**src/rtl/subservient_sram_pkg.sv**
```systemverilog
// Shared types and helpers for the subservient SRAM arbiter.
// Debug FSM encoding, macro data width, and byte-lane helpers.
package subservient_sram_pkg;

    localparam int MACRO_DW = 32;

    typedef enum logic [1:0] {
        ST_IDLE   = 2'd0,
        ST_RDWAIT = 2'd1,
        ST_ACK    = 2'd2
    } dbg_state_e;

    function automatic logic [3:0] lane_wmask(input logic [1:0] lane);
        lane_wmask = 4'b0001 << lane;
    endfunction

    function automatic logic [7:0] lane_byte(input logic [MACRO_DW-1:0] word, input logic [1:0] lane);
        lane_byte = word[{lane, 3'b000} +: 8];
    endfunction

endpackage

```
**src/rtl/subservient_sram_wbuf.sv**
```systemverilog
// One-entry parking buffer for core writes that lose arbitration to a core read.
// A push in the same cycle as a pop replaces the entry.
module subservient_sram_wbuf #(
    parameter int AW = 10
) (
    input  logic          i_clk,
    input  logic          i_rst_n,
    input  logic          i_push,
    input  logic          i_pop,
    input  logic [AW-1:0] i_push_addr,
    input  logic [7:0]    i_push_data,
    input  logic [AW-1:0] i_cmp_addr,
    output logic          o_valid,
    output logic [AW-1:0] o_addr,
    output logic [7:0]    o_data,
    output logic          o_hit
);

    logic          valid_q;
    logic [AW-1:0] addr_q;
    logic [7:0]    data_q;

    always_ff @(posedge i_clk or negedge i_rst_n) begin
        if (!i_rst_n) begin
            valid_q <= 1'b0;
            addr_q  <= '0;
            data_q  <= '0;
        end else if (i_push) begin
            valid_q <= 1'b1;
            addr_q  <= i_push_addr;
            data_q  <= i_push_data;
        end else if (i_pop) begin
            valid_q <= 1'b0;
        end
    end

    assign o_valid = valid_q;
    assign o_addr  = addr_q;
    assign o_data  = data_q;
    assign o_hit   = valid_q && (addr_q == i_cmp_addr);

endmodule

```
**src/rtl/subservient_sram_arbiter.sv**
```systemverilog
// Shares the single 1RW SRAM macro between the core byte ports and the Wishbone debug port.
// Optional SUBSERVIENT_SRAM_ARB_STATS_EN adds o_defer_cnt, a saturating count of deferred writes.
module subservient_sram_arbiter
    import subservient_sram_pkg::*;
#(
    parameter int AW = 10
) (
    input  logic                i_clk,
    input  logic                i_rst_n,
    input  logic [AW-1:0]       i_sram_waddr,
    input  logic [7:0]          i_sram_wdata,
    input  logic                i_sram_wen,
    input  logic [AW-1:0]       i_sram_raddr,
    input  logic                i_sram_ren,
    output logic [7:0]          o_sram_rdata,
    input  logic                i_debug_mode,
    input  logic [31:0]         i_wb_dbg_adr,
    input  logic [31:0]         i_wb_dbg_dat,
    input  logic [3:0]          i_wb_dbg_sel,
    input  logic                i_wb_dbg_we,
    input  logic                i_wb_dbg_stb,
    output logic [31:0]         o_wb_dbg_rdt,
    output logic                o_wb_dbg_ack,
    output logic                o_csb0,
    output logic                o_web0,
    output logic [3:0]          o_wmask0,
    output logic [AW-3:0]       o_addr0,
    output logic [MACRO_DW-1:0] o_din0,
    input  logic [MACRO_DW-1:0] i_dout0,
    output logic                o_err
`ifdef SUBSERVIENT_SRAM_ARB_STATS_EN
    ,
    output logic [15:0]         o_defer_cnt
`endif
);

    dbg_state_e    state_q;
    logic          ack_q;
    logic [31:0]   rdt_q;
    logic          err_q;
    logic [1:0]    rd_lane_q;
    logic          fwd_q;
    logic [7:0]    fwd_data_q;

    logic          core_rd, core_wr;
    logic          buf_valid, buf_hit;
    logic [AW-1:0] buf_addr;
    logic [7:0]    buf_data;
    logic          buf_push, buf_pop, wr_drop, rd_issue, dbg_go;
    logic          unused_adr;

    assign unused_adr = ^{i_wb_dbg_adr[31:AW], i_wb_dbg_adr[1:0]};

    assign core_rd = !i_debug_mode && i_sram_ren;
    assign core_wr = !i_debug_mode && i_sram_wen;

    subservient_sram_wbuf #(.AW(AW)) u_wbuf (
        .i_clk       (i_clk),
        .i_rst_n     (i_rst_n),
        .i_push      (buf_push),
        .i_pop       (buf_pop),
        .i_push_addr (i_sram_waddr),
        .i_push_data (i_sram_wdata),
        .i_cmp_addr  (i_sram_raddr),
        .o_valid     (buf_valid),
        .o_addr      (buf_addr),
        .o_data      (buf_data),
        .o_hit       (buf_hit)
    );

    // Priority: core read, then buffered write, then new core write, then debug.
    always_comb begin
        o_csb0   = 1'b1;
        o_web0   = 1'b1;
        o_wmask0 = 4'b0000;
        o_addr0  = '0;
        o_din0   = '0;
        buf_push = 1'b0;
        buf_pop  = 1'b0;
        wr_drop  = 1'b0;
        rd_issue = 1'b0;
        dbg_go   = 1'b0;
        if (core_rd) begin
            o_csb0   = 1'b0;
            o_addr0  = i_sram_raddr[AW-1:2];
            rd_issue = 1'b1;
            if (core_wr) begin
                buf_push = !buf_valid;
                wr_drop  = buf_valid;
            end
        end else if (buf_valid) begin
            o_csb0   = 1'b0;
            o_web0   = 1'b0;
            o_addr0  = buf_addr[AW-1:2];
            o_wmask0 = lane_wmask(buf_addr[1:0]);
            o_din0   = {4{buf_data}};
            buf_pop  = 1'b1;
            buf_push = core_wr;
        end else if (core_wr) begin
            o_csb0   = 1'b0;
            o_web0   = 1'b0;
            o_addr0  = i_sram_waddr[AW-1:2];
            o_wmask0 = lane_wmask(i_sram_waddr[1:0]);
            o_din0   = {4{i_sram_wdata}};
        end else if (i_debug_mode && i_wb_dbg_stb && state_q == ST_IDLE) begin
            dbg_go   = 1'b1;
            o_csb0   = 1'b0;
            o_web0   = !i_wb_dbg_we;
            o_addr0  = i_wb_dbg_adr[AW-1:2];
            o_wmask0 = i_wb_dbg_we ? i_wb_dbg_sel : 4'b0000;
            o_din0   = i_wb_dbg_we ? i_wb_dbg_dat : '0;
        end
    end

    always_ff @(posedge i_clk or negedge i_rst_n) begin
        if (!i_rst_n) begin
            state_q <= ST_IDLE;
            ack_q   <= 1'b0;
            rdt_q   <= '0;
        end else begin
            ack_q <= 1'b0;
            case (state_q)
                ST_IDLE: begin
                    if (dbg_go) begin
                        state_q <= i_wb_dbg_we ? ST_ACK : ST_RDWAIT;
                        ack_q   <= i_wb_dbg_we;
                    end
                end
                ST_RDWAIT: begin
                    rdt_q   <= i_dout0;
                    state_q <= ST_ACK;
                    ack_q   <= 1'b1;
                end
                ST_ACK:  state_q <= ST_IDLE;
                default: state_q <= ST_IDLE;
            endcase
        end
    end

    // Forwarding looks at the buffer as it was before this cycle's push.
    always_ff @(posedge i_clk or negedge i_rst_n) begin
        if (!i_rst_n) begin
            rd_lane_q  <= 2'b00;
            fwd_q      <= 1'b0;
            fwd_data_q <= 8'h00;
            err_q      <= 1'b0;
        end else begin
            if (rd_issue) begin
                rd_lane_q  <= i_sram_raddr[1:0];
                fwd_q      <= buf_hit;
                fwd_data_q <= buf_data;
            end
            if (wr_drop) begin
                err_q <= 1'b1;
            end
        end
    end

    assign o_sram_rdata = fwd_q ? fwd_data_q : lane_byte(i_dout0, rd_lane_q);
    assign o_wb_dbg_rdt = rdt_q;
    assign o_wb_dbg_ack = ack_q;
    assign o_err        = err_q;

`ifdef SUBSERVIENT_SRAM_ARB_STATS_EN
    logic [15:0] defer_cnt_q;

    always_ff @(posedge i_clk or negedge i_rst_n) begin
        if (!i_rst_n) begin
            defer_cnt_q <= 16'h0000;
        end else if (buf_push && defer_cnt_q != 16'hFFFF) begin
            defer_cnt_q <= defer_cnt_q + 16'h0001;
        end
    end

    assign o_defer_cnt = defer_cnt_q;
`endif

endmodule
```
**config.mk**
```make
export PLATFORM = sky130hd
export DESIGN_NAME = subservient_sram_arbiter
export DESIGN_NICKNAME = d
export VERILOG_FILES = /design/src/rtl/subservient_sram_pkg.sv /design/src/rtl/subservient_sram_wbuf.sv /design/src/rtl/subservient_sram_arbiter.sv
export SDC_FILE = /design/constraint.sdc
export NUM_CORES = 1
export LEC_CHECK = 0
export CELL_PAD_IN_SITES_DETAIL_PLACEMENT = 0
export CELL_PAD_IN_SITES_GLOBAL_PLACEMENT = 1
export CORE_ASPECT_RATIO = 1.1
export CORE_MARGIN = 1.5
export CORE_UTILIZATION = 30
export CTS_BUF_LIST = sky130_fd_sc_hd__clkbuf_16
export DETAILED_ROUTE_END_ITERATION = 10
export HOLD_SLACK_MARGIN = 0.05
export PLACE_DENSITY_LB_ADDON = 0.1
export SYNTH_ARGS = -nofsm -noshare
export SYNTH_HDL_FRONTEND = slang
export SYNTH_SLANG_ARGS = --single-unit
export TNS_END_PERCENT = 50
```
**constraint.sdc**
```tcl
create_clock -name i_clk -period 2.62 [get_ports i_clk]
set_clock_uncertainty 0.15 [all_clocks]
set_input_delay 0.655 -clock i_clk [delete_from_list [all_inputs] [get_ports i_clk]]
set_output_delay 0.655 -clock i_clk [all_outputs]
set_load 0.02 [all_outputs]
```
==> results.yml <==
synth:
  synth_seq_area_share_pct: 42.46
  post-synth-top-area-cell: "sky130_fd_sc_hd__dfrtp_1"
  synth-seq-cells: 66
  syn_inst: 364
  fraction_of_post_synthesis_cell_area_in_the_top_cell_type_by_area_pct: 42.46
  yosys.area_share.adder_pct: 0
  synthMostInstantiatedCell: "sky130_fd_sc_hd__dfrtp_1"
  post_synth_main_area_contributors: "sky130_fd_sc_hd__dfrtp_1 42%, sky130_fd_sc_hd__mux2_2 14%, sky130_fd_sc_hd__a211oi_1 6.2%"
  synth-compound-area-share_pct: 12.77
  async_flop_share_pct: 100.0
  synth_common_cells: "66 x sky130_fd_sc_hd__dfrtp_1, 49 x sky130_fd_sc_hd__mux2_2, 36 x sky130_fd_sc_hd__nand2_1, 36 x sky130_fd_sc_hd__nand3_1, 32 x sky130_fd_sc_hd__a211oi_1"
  syn_area_per_cell_um2: 10.69
  synthesis.area_mm2: 0.003890
  synthMuxAreaShare_pct: 22.87
  main_combinational_cell_family_by_area_after_synthesis: "multiplexers"
  synth_cell_type_count: 40
  synth_edf_count: 0
  mappedNetlistNets: 499
  synthXorXnorAreaFrac_pct: 2.477
  synth_ff_type: "sky130_fd_sc_hd__dfrtp_1"
  synthesis.yosys.warnings: 0
  synthSimpleGateAreaFrac_pct: 14.83
pwr:
  share_clk_of_total_power_pct: 28.6
  power.combinational.fraction_pct: 40.2
  power.internal_w: 0.003294
  power.static_leakage_nw: 3.102
  part_of_the_total_power_dissipated_in_sequential_elements_pct: 31.2
  power_density_mw_per_mm2: 696.4
  vdd.ir_drop.worst_mv: 0.5333
  switching_share_pct: 32.32
  p_switching_w: 0.001573
floorplanning:
  fp.dieArea_mm2: 0.01366
  fp.coreArea_mm2: 0.01264
  chipWidth_um: 111.6
  rows: 43
  die_h_um: 122.4
  io-pin-count: 223
  starting_density_pct: 30.77
detailed_routing:
  route.vias.total: 3882
  routed_via_density: 5.121
  dr.first_iter.drc_count: 291
  drt-wirelength-per-cell_um: 17.92
  drt_first_pass_iters: 4
  post_route_wl_um: 13580
  drc_violation_count_after_routing: 0
  drtAntennaViolNets: 0
worst_setup_path:
  highest_cell_delay_on_the_worst_timing_path_ns: 0.36
  cp_data_required_time_ns: 1.81
  crit_fanout: 5
  rr_worst_depth: 5
  endpoint: "o_addr0[5]"
  cp.buffers_inverters: 3
  crit_path_end_kind: "output pin"
  timing.critical_path.arrival_ns: 1.82
  cp_cell_sequence: "buf_2 > nor4bb_4 > buf_4 > a221oi_2 > o31ai_1 > buf_2"
  critical_path.reg2reg.endpoint: "u_wbuf.o_addr[3]"
  startpoint: "i_debug_mode"
  critical_path_class: "in2out"
  cpLargestDelayFamily: "buffers and inverters"
  cell_type_of_the_slowest_stage_on_the_worst_timing_path: "sky130_fd_sc_hd__nor4bb_4"
  reg2reg_from: "u_wbuf.o_valid"
  startpoint_type: "input pin"
  critical_path_cell_count: 6
  rrSetupSlack_ns: 0.75
  worst_path_most_repeated_cell: "sky130_fd_sc_hd__buf_2"
placement:
  gp_congestion: 0.8086
  placement.io_buffers: 198
  dp_hpwl_um: 9631
  numPlacedInstances: 737
sta:
  setup_tns_ns: -0.005378
  highest_clock_rate_mhz: 380.9
  min_period_ns: 2.625
  finalCritPeriodShare_pct: 100.2
  slew-limit-headroom_pct: 42.58
  finalSetupViolCount: 1
  rsz0062_at_grt: "true"
  timing.final.max_slew_violations: 0
  final_critical_path_setup_slack_ns: -0.005378
  hold_viol_final: 0
  tightest_slew_ns: 0.8613
global_route:
  antenna_violations_before_repair: 0
  groute.layer.met2.usage_pct: 32.32
  grt_use_total_pct: 19.70
  maximum_number_of_pins_on_one_net_before_global_route_repair: 67
  gr-total-overflow: 0
  met3_usage_pct: 5.728
  grt_most_used_layer: "met2"
  number_of_global_route_vias_before_repair: 3955
  grt_util_met1_pct: 25.05
  grt_pass1_wl_um: 21240
clock_tree:
  clock_sinks: 66
  cts_tree: "done"
  clk_path_buf_depth: 2
  clockRootBuffer: "sky130_fd_sc_hd__clkbuf_16"
  hold_buffers_post_cts: 0
  numCtsBuffers: 9
  path_clk_slew_ns: 0.06
  maximum_level_of_the_cts_h_tree: 3
  clock_insertion_delay_worst_skew_ns: 0.33
worst_hold_path:
  hp-class: "in2async"
layout:
  fillCellCount: 1144
  post-route-util_pct: 55.28
  fin_cells: 758
  design.final.nets: 731
  layout-drive-gt1-share_pct: 42.43
  antenna_cells: 0
  flow.area_growth_from_synthesis_pct: 79.67
flow_run:
  max_cap_violations: 0
run_status:
  status: "finished, violations left"
  violations: "setup timing"
## registers in the layout, indices dropped and copies added, names as in the netlist
register        count
o_wb_dbg_ack        1
state_q             2
o_wb_dbg_rdt       32
fwd_data_q          8
u_wbuf.o_valid      1
o_err               1
u_wbuf.o_data       8
fwd_q               1
u_wbuf.o_addr      10
rd_lane_q           2
## final cells by class
class | count | area [um^2] | area share, %
flip-flops and latches | 66 | 1653 | 23.65
inverters | 5 | 18.77 | 0.2685
multi-input cells | 263 | 2369 | 33.89
well taps | 157 | 196.4 | 2.811
clock inverters | 7 | 117.6 | 1.683
clock buffers | 9 | 225.2 | 3.222
repair buffers | 251 | 2410 | 34.48
## per-layer routing
layer  part of all wire [%]  vias up
met4                    1.3        0
met1                     45     1888
met5                      0        -
met3                    7.8       13
met2                     46      157
li1                       -     1824
## power by group through the flow
stage	Sequential [W]	Clock [W]	Combinational, W
floorplan	0.00169	0	0.000768
global placement	0.00151	0	0.00191
detailed placement	0.00153	0	0.00192
CTS	0.00152	0.00142	0.00193
global route	0.00156	0.00147	0.00208
finish	0.00152	0.00139	0.00196
## how the worst min path moves through the flow
stage	end	from
after global placement	o_err	o_err
final	o_wb_dbg_rdt[22]	i_rst_n
after detailed placement	o_err	o_err
after floorplan	fwd_data_q[0]	i_rst_n
after global routing	o_err	o_err
after CTS	o_wb_dbg_rdt[22]	i_rst_n
## kinds of logic after synthesis
kind of cell,after synthesis
and+or+nand+nor,117
muxes,68
AOI/OAI and AO/OA,67
DFF,66
buffers and inverters,35
xor gates and xnor gates,11
## through the flow
stage               total power [W]  setup slack [ns]  hold slack (ns)  area, um^2
floorplan                  0.002453           0.02924           0.2094        3890
global placement           0.003424           -0.8269           0.3024        6365
detailed placement         0.003447           -0.8640           0.3257        6365
CTS                        0.004862          -0.04144           0.3225        6808
global route               0.005112          -0.07484           0.3518        6989
finish                     0.004867         -0.005378           0.2762        6989
## placed cells by master, fill, tap and decap left out, types with 3 or more instances in the layout
cell,n
sky130_fd_sc_hd__or3b_1,5
sky130_fd_sc_hd__buf_2,24
sky130_fd_sc_hd__nor2_1,15
sky130_fd_sc_hd__buf_12,8
sky130_fd_sc_hd__clkdlybuf4s15_1,4
sky130_fd_sc_hd__mux2_2,49
sky130_fd_sc_hd__a21oi_2,5
sky130_fd_sc_hd__buf_4,56
sky130_fd_sc_hd__or3b_4,3
sky130_fd_sc_hd__nand3_1,36
sky130_fd_sc_hd__nand2_1,32
sky130_fd_sc_hd__bufinv_16,3
sky130_fd_sc_hd__nand2_2,5
sky130_fd_sc_hd__a221oi_1,3
sky130_fd_sc_hd__a31oi_1,3
sky130_fd_sc_hd__nand2b_1,3
sky130_fd_sc_hd__dfrtp_1,65
sky130_fd_sc_hd__a221oi_2,8
sky130_fd_sc_hd__mux4_2,8
sky130_fd_sc_hd__xnor2_1,10
sky130_fd_sc_hd__buf_6,22
sky130_fd_sc_hd__clkdlybuf4s50_1,96
sky130_fd_sc_hd__dlygate4sd2_1,18
sky130_fd_sc_hd__o31ai_1,3
sky130_fd_sc_hd__nor2_2,7
sky130_fd_sc_hd__a211oi_2,21
sky130_fd_sc_hd__clkinvlp_4,3
sky130_fd_sc_hd__clkbuf_16,9
sky130_fd_sc_hd__o31ai_4,3
sky130_fd_sc_hd__a211oi_1,11
sky130_fd_sc_hd__mux2_4,9
sky130_fd_sc_hd__dlymetal6s2s_1,22
## timing repair
item,4_1_cts,5_1_grt
pin swaps,38,18
setup buffers,2,0
endpoints found under the setup margin,54,42
gates cloned,4,0
resized for setup,374,71
Power figures use the tool's default switching activity.
